<file path="config.mk">
export PLATFORM = sky130hd
export DESIGN_NAME = uart_loader
export DESIGN_NICKNAME = d
export VERILOG_FILES = /design/src/rtl/uart_loader.sv
export SDC_FILE = /design/constraint.sdc
export NUM_CORES = 1
export LEC_CHECK = 0
export ABC_AREA = 0
export CAP_MARGIN = 20
export CORE_UTILIZATION = 36
export DETAILED_ROUTE_END_ITERATION = 7
export HOLD_SLACK_MARGIN = 0.1
export PLACE_DENSITY_LB_ADDON = 0.05
export SYNTH_ARGS = -nofsm -noshare
export SYNTH_HDL_FRONTEND = slang
export SYNTH_SLANG_ARGS = --single-unit
</file>
<file path="constraint.sdc">
create_clock -name clk -period 5.1 [get_ports clk]
set_input_delay 0.765 -clock clk [delete_from_list [all_inputs] [get_ports clk]]
set_output_delay 0.765 -clock clk [all_outputs]
set_load 0.03 [all_outputs]
</file>
<file path="src/rtl/uart_loader.sv">
// Boot loader: receives a little-endian word count then that many words over UART and writes them to memory.
// Optional checksum trailer byte is enabled with `define LOADER_CHECKSUM_EN.
module uart_loader #(
  parameter logic [31:0] BASE_ADDR = 32'h0000_0000,
  parameter int unsigned MAX_WORDS = 16384
) (
  input  logic        clk,
  input  logic        rst_n,
  input  logic [7:0]  rx_data,
  input  logic        rx_valid,
  input  logic        start,
  output logic [31:0] uart_data,
  output logic [31:0] uart_addr,
  output logic        uart_we,
  output logic        uart_done,
  output logic        load_err
);

  localparam logic [31:0 ] MAX_W = 32'(MAX_WORDS);

  typedef enum logic [2:0] {
    S_LEN,
    S_DATA,
`ifdef LOADER_CHECKSUM_EN
    S_CHK,
`endif
    S_DONE,
    S_ERR
  } state_t;

  state_t      state_q, state_d;
  logic [1:0]  byte_cnt;
  logic [23:0] asm_q;
  logic [31:0] idx_q;
  logic [31:0] len_q;
  logic [31:0] word;
  logic        accept;
  logic        len_load;
  logic        wr_en;

  // The current byte completes the word combinationally, so the write can be registered on the same edge.
  assign word = {rx_data, asm_q};

`ifdef LOADER_CHECKSUM_EN
  logic [7:0] csum_q;
  logic       csum_upd;
`endif

  always_ff @(posedge clk) begin
    if (!rst_n) state_q <= S_LEN;
    else        state_q <= state_d;
  end

  always_comb begin
    state_d  = state_q;
    accept   = 1'b0;
    len_load = 1'b0;
    wr_en    = 1'b0;
`ifdef LOADER_CHECKSUM_EN
    csum_upd = 1'b0;
`endif
    if (start) begin
      state_d = S_LEN;
    end else begin
      case (state_q)
        S_LEN: begin
          if (rx_valid) begin
            accept = 1'b1;
            if (byte_cnt == 2'd3) begin
              len_load = 1'b1;
              if (word == 32'd0)      state_d = S_DONE;
              else if (word > MAX_W)  state_d = S_ERR;
              else                    state_d = S_DATA;
            end
          end
        end
        S_DATA: begin
          if (rx_valid) begin
            accept = 1'b1;
`ifdef LOADER_CHECKSUM_EN
            csum_upd = 1'b1;
`endif
            if (byte_cnt == 2'd3) begin
              wr_en = 1'b1;
              if (idx_q == len_q - 32'd1) begin
`ifdef LOADER_CHECKSUM_EN
                state_d = S_CHK;
`else
                state_d = S_DONE;
`endif
              end
            end
          end
        end
`ifdef LOADER_CHECKSUM_EN
        S_CHK: begin
          if (rx_valid) begin
            accept  = 1'b1;
            state_d = (rx_data == csum_q) ? S_DONE : S_ERR;
          end
        end
`endif
        default: ;
      endcase
    end
  end

  always_ff @(posedge clk) begin
    if (!rst_n) begin
      byte_cnt  <= 2'd0;
      asm_q     <= 24'd0;
      idx_q     <= 32'd0;
      len_q     <= 32'd0;
      uart_data <= 32'd0;
      uart_addr <= BASE_ADDR;
      uart_we   <= 1'b0;
      uart_done <= 1'b0;
      load_err  <= 1'b0;
    end else begin
      uart_we   <= wr_en;
      uart_done <= !start && (state_q == S_DONE);
      if (start) begin
        byte_cnt <= 2'd0;
        idx_q    <= 32'd0;
        load_err <= 1'b0;
      end else begin
        if (accept) begin
          byte_cnt <= byte_cnt + 2'd1;
          asm_q    <= word[31:8];
        end
        if (len_load) len_q <= word;
        if (wr_en) begin
          uart_data <= word;
          uart_addr <= BASE_ADDR + {idx_q[29:0], 2'b00};
          idx_q     <= idx_q + 32'd1;
        end
        if (state_d == S_ERR) load_err <= 1'b1;
      end
    end
  end

`ifdef LOADER_CHECKSUM_EN
  always_ff @(posedge clk) begin
    if (!rst_n || start) csum_q <= 8'd0;
    else if (csum_upd)   csum_q <= csum_q ^ rx_data;
  end
`endif

endmodule

</file>
==> impl_results.md <==
* Outcome: completed
* Chip height at 147 um
* Sequential area share after synthesis at 0.421
* Tot GR Track Use at 0.181
* Synth Area in Compound Gates at 0.127
* Critical path class: input pin to flip-flop
* Die Span X at 147 um
* WHS Endpoint: uart_addr[28]
* Port buffer count at 76
* FF+latch count, synth at 158
* Initial drt markers at 166
* Num CTS Buffers at 17
* Number of vias per cell at 5.05
* DP Wirelength at 12,900 um
* Initial antenna violation count at 0
* Largest net degree at the start of global routing at 119
* Layout filler cell count at 2,012
* Worst slew pin tran at 0.997 ns
* Max IR drop VDD at 0.000248 V
* Setup TNS at 0 ns
* DR WL/cell at 15.5 um
* Largest family of logic cells by synthesized area: simple AND/OR/NAND/NOR gates
* Average size of a mapped cell at 8.65 um^2
* DRC Markers at 0
* Post-synth top area share at 0.421
* Cell Pwr Density at 297 nW/um^2
* Unrepaired setup endpoints after global routing: no
* Reg-to-Reg End: state_q[0]
* Reg area at 3160 um^2
* Skew final at 0.0107 ns
* Cts hold-fix bufs at 0
* R2r setup slk at 2.39 ns
* Yosys top cell by area: dfxtp_1
* Clock latency on the worst-skew pair at 0.43 ns
* Worst hold stages at 2
* Clock slew at reported path FFs at 0.06 ns
* Leakage power at 2.93 nW
* Synth Cell Area at 7520 um^2
* Initial core utilization at 0.369
* EDFF count, synth at 0
* Antenna-violating nets left at 0
* 1st-pass router iterations at 4
* DR vias at 6,025
* Hold WC Path Type: flip-flop to flip-flop
* Worst EP required at 5.40 ns
* Min-delay src: uart_addr[28]
* Reg2Reg Depth at 9
* Gpl congestion at 0.845
* Post-synth ARST share at 0
* CP Cell Sequence: clkdlybuf4s50_1, nand4bb_4, nor3_4, nand3_1, nor4_1, nand4_1, xor2_1, nor2_1
* Largest cells by area after synthesis: dfxtp_1, nand2_1, a21boi_0
* CP Capture Type: flip-flop
* Primary FF master, synth: dfxtp_1
* CTS tree: built
* First-pass GRT wire length at 30,600 um
* Library cells used by synthesis at 61
* Slew headroom at 0.329
* Root Buffer Master: clkbuf_16
* Critical Path AT at 3.13 ns
* IO Count at 79
* Fmax at 353 MHz
* Setup crit start kind: input pin
* Fin crit share at 0.556
* Synth Area in Adders at 0.00499
* DRT Wirelength at 18,400 um
* Max Cap Viol at 0
* Multi-input gate area at 3980 um^2
* Reg2Reg Launch Point: len_q[0]
* N_diodes at 0
* Buf/Inv on CP at 1
* Final nets at 926
* Area of the core at 20,400 um^2
* Family with the most delay on the worst path: simple AND/OR/NAND/NOR gates
* Vias in the first global route at 5,772
* Area grow syn2layout at 18.6%
* # H-tree levels at 4
* Mux cell area share after synthesis at 0.0466
* Post-CTS setup buffers at 0
* Fin. Hold Viols at 0
* Final Power at 0.00265 W
* Worst-path fanout max at 6
* Max incr delay on CP at 0.78 ns
* Post-CTS Resized at 0
* Fin crit period at 2.83 ns
* Setup violators final at 0
* Slowest CP cell: nor4_1
* Final Max Tran Viols at 0
* Clk sink count at 158
* Die area at 21,500 um^2
* Synth warn at 0
* Post-synthesis xor/xnor area fraction at 0.0815
* Longest Clk Path Bufs at 2
* Simple-Gate Fraction of Synth Area at 0.267
* GRT overflow at 0
* Gate Count Post-Synth at 869
* Rows at 52
* Share of post-route cells with drive strength above 1 at 0.0629
## Yosys cell counts, drive strengths merged, types with 3 or more instances
master and instances:
nor2 51, inv 8, a31oi 7, nand3 15, and3 8, nand2b 4, o21ai 11, nor3b 4
nand4 17, buf 18, or3 10, xor2 36, nor4 27, nand2 202, ha 3, a21oi 10
dfxtp 158, clkbuf 41, xnor2 34, or4 6, mux2i 35, nor3 14, a21boi 86, and4 3
nor2b 33
## cell type report
class,count,share of cell area
Clock buffer,20,0.0501
Clock inverter,10,0.0182
Inverter,8,0.00337
Multi-Input combinational cell,644,0.446
Sequential cell,158,0.355
Tap cell,270,0.0379
Timing Repair Buffer,82,0.0898
## report_power, final
| group | total, W | internal (W) | switching (W) |
|---|---|---|---|
| combinational | 0.0000646 | 0.0000276 | 0.0000370 |
| clock | 0.00134 | 0.000828 | 0.000512 |
| sequential | 0.00125 | 0.00124 | 0.00000787 |
## sequential cells by signal, indices dropped and copies added, names as in the netlist, 2 cells and up
| register | cells |
|---|---|
| idx_q | 32 |
| len_q | 32 |
| uart_data | 32 |
| uart_addr | 30 |
| asm_q | 24 |
| state_q | 3 |
| byte_cnt | 2 |
## worst register-to-register path: cells and delay by family (launching register included)
family	cells	cell delay [ns]
buffers and inverters	1	0.08
AO/OA/AOI/OAI	1	0.16
adder cells (fa/ha/maj)	1	0.27
AND/OR/NAND/NOR	6	1.73
flip-flops	1	0.37
## metal layers
| metal | vias to the layer above | GRT usage | wire length [um] |
|---|---|---|---|
| li1 | 3042 | - | - |
| met1 | 2821 | 0.242 | 9070 |
| met2 | 132 | 0.278 | 8060 |
| met3 | 30 | 0.0453 | 781 |
| met4 | 0 | 0.0750 | 523 |
| met5 | - | 0 | 0 |
## cells in the final DEF, fill, tap and decap left out, types with 14 or more instances in the layout
master,count
clkbuf_16,17
a21boi_0,86
nor2b_1,32
xnor2_1,34
nor4_1,23
clkdlybuf4s50_1,75
dfxtp_1,158
nor2_1,51
mux2i_1,35
xor2_1,36
nand4_1,15
nand3_1,14
nand2_1,202
## stage by stage
step	cell area (um^2)	instances	hold WS (ns)	setup WS, ns	util
2_1_floorplan	7520	870	0.443	2.74	-
3_3_place_gp	8310	1162	0.456	1.84	0.408
3_5_place_dp	8310	1162	0.461	1.74	0.408
4_1_cts	8920	1192	0.470	2.17	0.438
5_1_grt	8920	1192	0.487	1.98	0.438
6_report	8920	1192	0.463	2.27	0.438
## cells by family after synthesis
kind of cell,after synthesis
and+or+nand+nor,401
adders and majority gates,3
other,1
muxes,35
AOI/OAI and AO/OA,133
xor gates and xnor gates,70
DFF,158
buffers and inverters,68
## worst max-delay path by stage
| stage | from | end | slack, ns | cells past startpoint |
|---|---|---|---|---|
| 2_1_floorplan | rx_valid | idx_q[29] | 2.74 | 7 |
| 3_3_place_gp | rx_valid | idx_q[30] | 1.84 | 8 |
| 3_5_place_dp | rx_valid | idx_q[24] | 1.74 | 8 |
| 4_1_cts | rx_valid | idx_q[20] | 2.17 | 8 |
| 5_1_grt | rx_valid | idx_q[20] | 1.98 | 8 |
| 6_report | rx_valid | idx_q[30] | 2.27 | 8 |
Power figures use the tool's default switching activity.
